==> src/rtl/if_instr_queue_pkg.sv <==
// Shared definitions for the fetch-to-decode instruction queue.
//   IFQ_NOP            : instruction word presented to decode when the queue is empty
//   IFQ_DEPTH_DEFAULT  : default number of queue entries
//   ifq_entry_t        : one stored entry, laid out as {InstrAddr[31:0], Instr[31:0]}
package if_instr_queue_pkg;

  localparam logic [31:0] IFQ_NOP           = 32'h0000_0000;
  localparam int          IFQ_DEPTH_DEFAULT = 4;

  typedef struct packed {
    logic [31:0] instr_addr;
    logic [31:0] instr;
  } ifq_entry_t;

endpackage

==> src/rtl/if_instr_queue_ram.sv <==
// Entry storage for the instruction queue: DEPTH x 64-bit register array.
//   clk     : rising-edge clock
//   we_i    : write enable
//   waddr_i : write index
//   wdata_i : entry to write
//   raddr_i : read index (asynchronous read)
//   rdata_o : entry at raddr_i
module if_instr_queue_ram
  import if_instr_queue_pkg::*;
#(
  parameter int DEPTH = IFQ_DEPTH_DEFAULT,
  parameter int AW    = $clog2(DEPTH)
) (
  input  logic          clk,
  input  logic          we_i,
  input  logic [AW-1:0] waddr_i,
  input  ifq_entry_t    wdata_i,
  input  logic [AW-1:0] raddr_i,
  output ifq_entry_t    rdata_o
);

  ifq_entry_t mem_q [DEPTH];

  // NOTE: storage is deliberately not reset; occupancy is tracked by the
  // count register, so stale contents are never presented as valid.
  always_ff @(posedge clk) begin
    if (we_i) mem_q[waddr_i] <= wdata_i;
  end

  assign rdata_o = mem_q[raddr_i];

endmodule

==> src/rtl/if_instr_queue.sv <==
// Instruction queue between fetch and decode.
//   clk, RESET                       : clock, synchronous active-high reset
//   F_Valid, F_Instr, F_InstrAddr    : fetched instruction presented this cycle
//   FLUSH                            : drop all entries and this cycle's fetch
//   STALL_EN_N                       : 1 = fetch may advance, 0 = hold PC (queue full)
//   D_Valid, D_Instr, D_InstrAddr    : head entry toward decode (nop/0 when empty)
//   D_Ready                          : decode consumes the head entry this cycle
//   Count                            : current occupancy 0..DEPTH
// All outputs are derived from registered state only.
module if_instr_queue
  import if_instr_queue_pkg::*;
#(
  parameter int DEPTH = IFQ_DEPTH_DEFAULT
) (
  input  logic                     clk,
  input  logic                     RESET,
  input  logic                     F_Valid,
  input  logic [31:0]              F_Instr,
  input  logic [31:0]              F_InstrAddr,
  input  logic                     FLUSH,
  output logic                     STALL_EN_N,
  output logic                     D_Valid,
  output logic [31:0]              D_Instr,
  output logic [31:0]              D_InstrAddr,
  input  logic                     D_Ready,
  output logic [$clog2(DEPTH):0]   Count
);

  localparam int AW = $clog2(DEPTH);
  localparam int CW = AW + 1;

  logic [AW-1:0] rd_ptr_q, rd_ptr_d;
  logic [AW-1:0] wr_ptr_q, wr_ptr_d;
  logic [CW-1:0] cnt_q, cnt_d;
  logic          full, empty, push, pop;
  ifq_entry_t    head;

  assign full  = (cnt_q == CW'(DEPTH));
  assign empty = (cnt_q == '0);

  // Push is gated by the registered full flag, so a pop from full cannot make
  // room for a same-cycle push: fetch already saw STALL_EN_N=0 and retries.
  assign push = F_Valid & ~full  & ~FLUSH;
  assign pop  = D_Ready & ~empty & ~FLUSH;

  // NOTE: every signal gets a default at the top of always_comb so no path
  // leaves it unassigned, which would otherwise infer a latch.
  always_comb begin
    rd_ptr_d = rd_ptr_q;
    wr_ptr_d = wr_ptr_q;
    cnt_d    = cnt_q;
    if (FLUSH) begin
      rd_ptr_d = '0;
      wr_ptr_d = '0;
      cnt_d    = '0;
    end else begin
      // Pointers wrap for free through their power-of-two width.
      if (push) wr_ptr_d = wr_ptr_q + AW'(1);
      if (pop)  rd_ptr_d = rd_ptr_q + AW'(1);
      if (push && !pop)      cnt_d = cnt_q + CW'(1);
      else if (pop && !push) cnt_d = cnt_q - CW'(1);
    end
  end

  // NOTE: sequential state uses non-blocking assignments so every register
  // samples its next-state value from the same pre-edge snapshot.
  always_ff @(posedge clk) begin
    if (RESET) begin
      rd_ptr_q <= '0;
      wr_ptr_q <= '0;
      cnt_q    <= '0;
    end else begin
      rd_ptr_q <= rd_ptr_d;
      wr_ptr_q <= wr_ptr_d;
      cnt_q    <= cnt_d;
    end
  end

  if_instr_queue_ram #(
    .DEPTH (DEPTH),
    .AW    (AW)
  ) u_ram (
    .clk     (clk),
    .we_i    (push),
    .waddr_i (wr_ptr_q),
    .wdata_i ('{instr_addr: F_InstrAddr, instr: F_Instr}),
    .raddr_i (rd_ptr_q),
    .rdata_o (head)
  );

  assign STALL_EN_N  = ~full;
  assign D_Valid     = ~empty;
  assign D_Instr     = empty ? IFQ_NOP : head.instr;
  assign D_InstrAddr = empty ? 32'h0   : head.instr_addr;
  assign Count       = cnt_q;

endmodule
==> config.mk <==
export PLATFORM = sky130hd
export DESIGN_NAME = if_instr_queue
export DESIGN_NICKNAME = d
export VERILOG_FILES = /design/src/rtl/if_instr_queue_pkg.sv /design/src/rtl/if_instr_queue_ram.sv /design/src/rtl/if_instr_queue.sv
export SDC_FILE = /design/constraint.sdc
export NUM_CORES = 1
export LEC_CHECK = 0
export CORE_MARGIN = 4
export CORE_UTILIZATION = 55
export DETAILED_ROUTE_END_ITERATION = 7
export HOLD_SLACK_MARGIN = 0.05
export PLACE_DENSITY = 0.76
export SLEW_MARGIN = 30
export SYNTH_ARGS = -nofsm -noshare
export SYNTH_HDL_FRONTEND = slang
export SYNTH_SLANG_ARGS = --single-unit
export TNS_END_PERCENT = 30
==> constraint.sdc <==
create_clock -name clk -period 3.2 [get_ports clk]
set_input_delay 0.64 -clock clk [delete_from_list [all_inputs] [get_ports clk]]
set_output_delay 0.64 -clock clk [all_outputs]
set_load 0.01 [all_outputs]
==> flow_summary.ini, run 1 <==
[placed_design]
dp_hpwl_mm = 11.1
gp_congestion = 0.756
io_buffers = 137
place_inst = 815

[global_route]
grt_pass1_vias = 5255
grt_max_degree = 65
grt_overflow = 0
grt_pass1_wl_mm = 29.1
track_usage_pct = 18.3
antenna_found_initial = 0

[clock_network]
clock-root-buffer = clkbuf_16
cts_buffers = 26
cts_tree = done
htreeDepth = 1
insertion_delay_ns = 0.50
path_clk_slew_ns = 0.06
post_cts_resized = 0
clockBufferDepth = 3
clock_sinks = 265

[worst_setup_path]
critPathArrivalTime_ns = 2.46
critPathKind = reg2out
endpoint_kind = output pin
required_ns = 2.56
cpMaxStageDelayCell = dfxtp_4
crit_fanout = 34
crit_path_start_kind = flip-flop
critical_path.cell_chain = buf_12 > mux4_2 > and2_1 > clkdlybuf4s50_1
slowest_delay_ns = 0.69

[pwr]
switching_share_pct = 19.1
p_leak_nw = 4.03
p_int_mw = 5.69
power_density_nw_per_um2 = 556
p_clk_share_pct = 37.3
p_switching_mw = 1.34
p_comb_share_pct = 7.5
p_seq_share_pct = 55.2
ir_drop_uv = 471

[layout]
post-route-util_pct = 69.7
n_antenna_cell = 0
layout-drive-gt1-share_pct = 18.6
final_cells = 859
nFillCells = 1120
nNetsFinal = 691
syn_to_final_growth_pct = 23.7

[yosys]
synth_area_sq_um = 10200
async_flop_share_pct = 0
yosysSeqAreaShare_pct = 76.9
synth_cells = 456
syn-num-nets = 531
synth_flop_cell = edfxtp_1
synth_warnings = 0
avgSynthCellArea_sq_um = 22.4
yosysTopAreaCell = edfxtp_1
yosys-top-cells-area = edfxtp_1 75%, mux4_2 13%, and2_1 3.9%
synth_edf_count = 256
synth_top_area_share_pct = 75.1
synth.distinct_cells = 30
ys_seq_elements = 265

[drt]
viasPerCell = 5.64
final_antenna_net_count = 0
avgRoutedWirePerCell_microns = 21.3
routed_wl_mm = 18.3
dr.first_iter.drc_count = 249
drc = 0
vias = 4844
first_pass_iters = 4

[floorplanning]
ios = 138
fp.dieW_microns = 144
die-area_sq_um = 20800
rows = 49
core_sq_um = 18100
dieHeight_microns = 144
initial_core_util_pct = 56.4

[timing]
skew_ns = 0.00883
fin_setup_tns_ns = 0
finalCriticalPeriod_ns = 3.10
slew_viol_final = 0
fmax_mhz = 322
finalCritPeriodShare_pct = 97.0
tightest_slew_ns = 0.552
finalHoldViolations = 0
rsz0062_at_grt = no
setup_viol = 0
slew_headroom_pct = 63.2

[min_path]
hp-class = reg2reg

[run]
cap_viol_max_count = 0

[outcome]
status = finished, final reports clean
-- repair_timing --
action / 4_1_cts / 5_1_grt
setup buffers: 2 / 0
hold endpoints to repair: 0 / 0
setup endpoints to repair: 3 / 0
hold buffers: 0 / 0
-- critical path, delay by kind of cell (launching register included) --
kind / cells / cell delay, ns
flops: 1 / 0.69
simple gates: 1 / 0.22
buf+inv: 2 / 0.73
mux: 1 / 0.29
-- metal layers --
metal	vias to the layer above	wire (microns)	GRT usage, %
met5	-	0	0
met4	0	273	3.88
met3	26	1040	3.31
met2	141	9490	30.9
met1	2500	7520	25.6
li1	2177	-	-
-- path summary, 6_finish.rpt --
path / start / end / slack [ns] / depth (start not counted)
setup / recovery: flip-flop / D_InstrAddr[25] / 0.1 / 4
hold / removal: rd_ptr_q[1] / rd_ptr_q[1] / 0.54 / 2
setup reg to reg: Count[0] / Count[2] / 0.85 / 8
hold reg to reg: rd_ptr_q[1] / rd_ptr_q[1] / 0.54 / 2
-- through the flow --
step	power, mW	hold slack (ns)	instance area (sq um)	worst slack, ns
finish	7.03	0.539	12700	0.0965
global placement	4.47	0.505	11900	0.526
CTS	7.11	0.541	12700	0.0548
floorplan	4.18	0.485	10200	0.218
detailed placement	4.48	0.514	11900	0.436
global route	7.31	0.569	12700	0.0103
-- synth_stat cells (2+ instances only) --
master / n
dfxtp_1: 9
or3_1: 2
edfxtp_1: 256
and2_1: 64
buf_12: 6
xor2_1: 4
buf_6: 2
mux4_1: 4
nor2_1: 6
a21oi_1: 2
buf_2: 6
inv_1: 3
ha_1: 5
clkbuf_1: 8
or2_2: 2
mux4_2: 60
and3_1: 4
-- final cells by class --
cell class | instances | area [sq um] | area share [%]
clock buffers | 36 | 709 | 5.61
clock inverters | 6 | 23.8 | 0.188
inverters | 3 | 11.3 | 0.0890
multi-input cells | 165 | 2160 | 17.1
flip-flops and latches | 265 | 7880 | 62.2
well taps | 229 | 287 | 2.26
repair buffers | 155 | 1580 | 12.5
-- logic make-up after synthesis --
family,Yosys count,share of synthesized area (%)
DFF,265,76.9
adders and majority gates,6,0.807
xor gates and xnor gates,4,0.342
buffers and inverters,26,2.14
AOI/OAI and AO/OA,7,0.501
muxes,65,14.3
and+or+nand+nor,83,4.97
-- power by group through the flow --
stage | combinational (mW) | clock [mW] | sequential (mW)
2_1_floorplan | 0.230 | 0 | 3.95
3_3_place_gp | 0.519 | 0 | 3.95
3_5_place_dp | 0.529 | 0 | 3.95
4_1_cts | 0.536 | 2.70 | 3.88
5_1_grt | 0.571 | 2.86 | 3.88
6_report | 0.525 | 2.63 | 3.88
-- cell usage in the layout (no fill, tap or decap), drive strengths merged --
cell	count
mux2i	1
inv	3
or3b	1
o311ai	1
nand3	1
a21o	1
nor2b	1
nor2	6
or2	2
and3	4
buf	18
clkdlybuf4s50	137
or3	2
edfxtp	256
ha	5
a21oi	2
o21ai	1
clkbuf	36
fa	1
mux4	64
xor2	4
o31ai	2
nand4	1
clkinv	6
dfxtp	9
and2	65
-- flip-flops by register name (all words and copies together) (netlist names), named ones only --
signal       count
rd_ptr_q         2
Count            3
u_ram.mem_q    256
wr_ptr_q         2
(Power assumes the default switching activity.)
==> inputs of run 2 (changes only) <==
--- a/config.mk
+++ b/config.mk
@@ -8,8 +8,8 @@
 export CORE_MARGIN = 4
 export CORE_UTILIZATION = 55
 export DETAILED_ROUTE_END_ITERATION = 7
-export HOLD_SLACK_MARGIN = 0.05
 export PLACE_DENSITY = 0.76
+export SKIP_CTS_REPAIR_TIMING = 1
 export SLEW_MARGIN = 30
 export SYNTH_ARGS = -nofsm -noshare
 export SYNTH_HDL_FRONTEND = slang
==> run 2 against run 1 <==
  * Sequential share of layout area shrank 0.22 points
  * Sequential power is essentially flat
  * Global-route usage is essentially flat
  * First-iteration DRC count shrank 2.0%
  * Utilization grew 0.25 points
  * Power is essentially flat
  * Critical path type unchanged
  * Wire length grew 0.63%
  * Clock power is essentially flat
  * Final cell count grew 0.70%
  * Hold slack lost 0.0020 ns
  * Register-to-register slack is essentially flat
==> flow_summary.ini, run 2 (same netlist as run 1, synthesis figures left out) <==
[layout]
syn_to_final_growth_pct = 24.1
largest_reg_flops = 256
final_cell_mix = 256 x edfxtp_1, 137 x clkdlybuf4s50_1, 64 x and2_1, 60 x mux4_2, 27 x clkbuf_16
nNetsFinal = 697
layout_commonest_cell = edfxtp_1
registers.top_by_ff_count = u_ram.mem_q
post-route-util_pct = 70.0
n_antenna_cell = 0
layout-drive-gt1-share_pct = 19.3

[drt]
drc = 0
viasPerCell = 5.63
first_pass_iters = 5
dr.first_iter.drc_count = 244
vias = 4871
final_antenna_net_count = 0
avgRoutedWirePerCell_microns = 21.3
routed_wl_mm = 18.4

[placed_design]
gp_congestion = 0.756
dp_slack_ns = 0.436
dp_hpwl_mm = 11.1
io_buffers = 137

[floorplanning]
core_sq_um = 18100
dieHeight_microns = 144
ios = 138
die-area_sq_um = 20800
rows = 49
initial_core_util_pct = 56.4
fp.dieW_microns = 144

[timing]
finalHoldViolations = 0
slew_viol_final = 0
finalCritPeriodShare_pct = 96.9
slew_headroom_pct = 63.2
fmax_mhz = 323
worst_slack_ns = 0.0995
tightest_slew_ns = 0.552
rsz0062_at_grt = no
skew_ns = 0.00935
setup_viol = 0
finalCriticalPeriod_ns = 3.10

[global_route]
antenna_found_initial = 0
track_usage_pct = 18.3
grt_pass1_wl_mm = 29.1
grt_overflow = 0
grt_pass1_vias = 5265
grt_max_degree = 65

[pwr]
p_comb_share_pct = 7.5
power_density_nw_per_um2 = 554
p_clk_share_pct = 37.3
ir_drop_uv = 473
p_switching_mw = 1.34
p_seq_share_pct = 55.1
p_int_mw = 5.69
switching_share_pct = 19.1
p_leak_nw = 4.06

[clock_network]
htreeDepth = 1
clockBufferDepth = 3
clock-root-buffer = clkbuf_16
insertion_delay_ns = 0.50
cts_buffers = 26
cts_tree = done
path_clk_slew_ns = 0.06
clock_sinks = 265

[worst_setup_path]
crit_fanout = 34
cpMaxStageDelayCell = dfxtp_4
crit_path_start_kind = flip-flop
critPathBufInv = 2
critPathKind = reg2out
critical_path.cell_chain = buf_12 > mux4_2 > and2_1 > clkdlybuf4s50_1
endpoint_kind = output pin
critPathArrivalTime_ns = 2.46
required_ns = 2.56
slowest_delay_ns = 0.69
critPathTopFamily = buffers and inverters

[min_path]
hp-class = reg2reg

[outcome]
status = finished, final reports clean

[run]
cap_viol_max_count = 0
-- run 2: final timing paths --
| kind | from | endpoint | slack (ns) | depth (start not counted) |
|---|---|---|---|---|
| setup / recovery | flip-flop | D_InstrAddr[25] | 0.1 | 4 |
| hold / removal | rd_ptr_q[1] | rd_ptr_q[1] | 0.54 | 2 |
| setup reg to reg | Count[0] | Count[2] | 0.84 | 8 |
| hold reg to reg | rd_ptr_q[1] | rd_ptr_q[1] | 0.54 | 2 |
-- run 2: power groups by stage --
| stage | combinational, mW | clock (mW) | sequential, mW |
|---|---|---|---|
| final | 0.528 | 2.63 | 3.88 |
| after global routing | 0.575 | 2.86 | 3.88 |
| after CTS | 0.533 | 2.70 | 3.88 |
| after detailed placement | 0.529 | 0 | 3.95 |
| after global placement | 0.519 | 0 | 3.95 |
| after floorplan | 0.230 | 0 | 3.95 |
-- run 2: final cells by class --
cell class	instances	area, sq um
Clock inverter	6	23.8
Inverter	3	11.3
Fill cell	1119	5450
Tap cell	229	287
Clock buffer	36	709
Sequential cell	265	7880
Timing Repair Buffer	161	1630
Multi-Input combinational cell	165	2160
-- run 2: stage by stage --
step	cells	hold slack (ns)	TNS [ns]	total power, mW	area [sq um]
floorplan	456	0.485	0	4.18	10200
global placement	815	0.505	0	4.47	11900
detailed placement	815	0.514	0	4.48	11900
CTS	857	0.541	-0.0813	7.11	12600
global route	865	0.569	0	7.32	12700
finish	865	0.537	0	7.03	12700
-- run 2: worst reg2reg max path: cells and delay by family (launching register included) --
kind / cells / cell delay, ns
AND/OR/NAND/NOR: 3 / 0.89
adder cells (fa/ha/maj): 2 / 0.55
flip-flops: 1 / 0.49
XOR/XNOR: 1 / 0.17
AO/OA/AOI/OAI: 1 / 0.14
buffers and inverters: 1 / 0.06
-- run 2: per-layer routing --
metal	wire (microns)	up-vias	global-route usage, %
met5	0	-	0
met4	279	0	3.88
met3	1070	28	3.31
met2	9560	137	31.1
met1	7520	2520	25.6
li1	-	2186	-
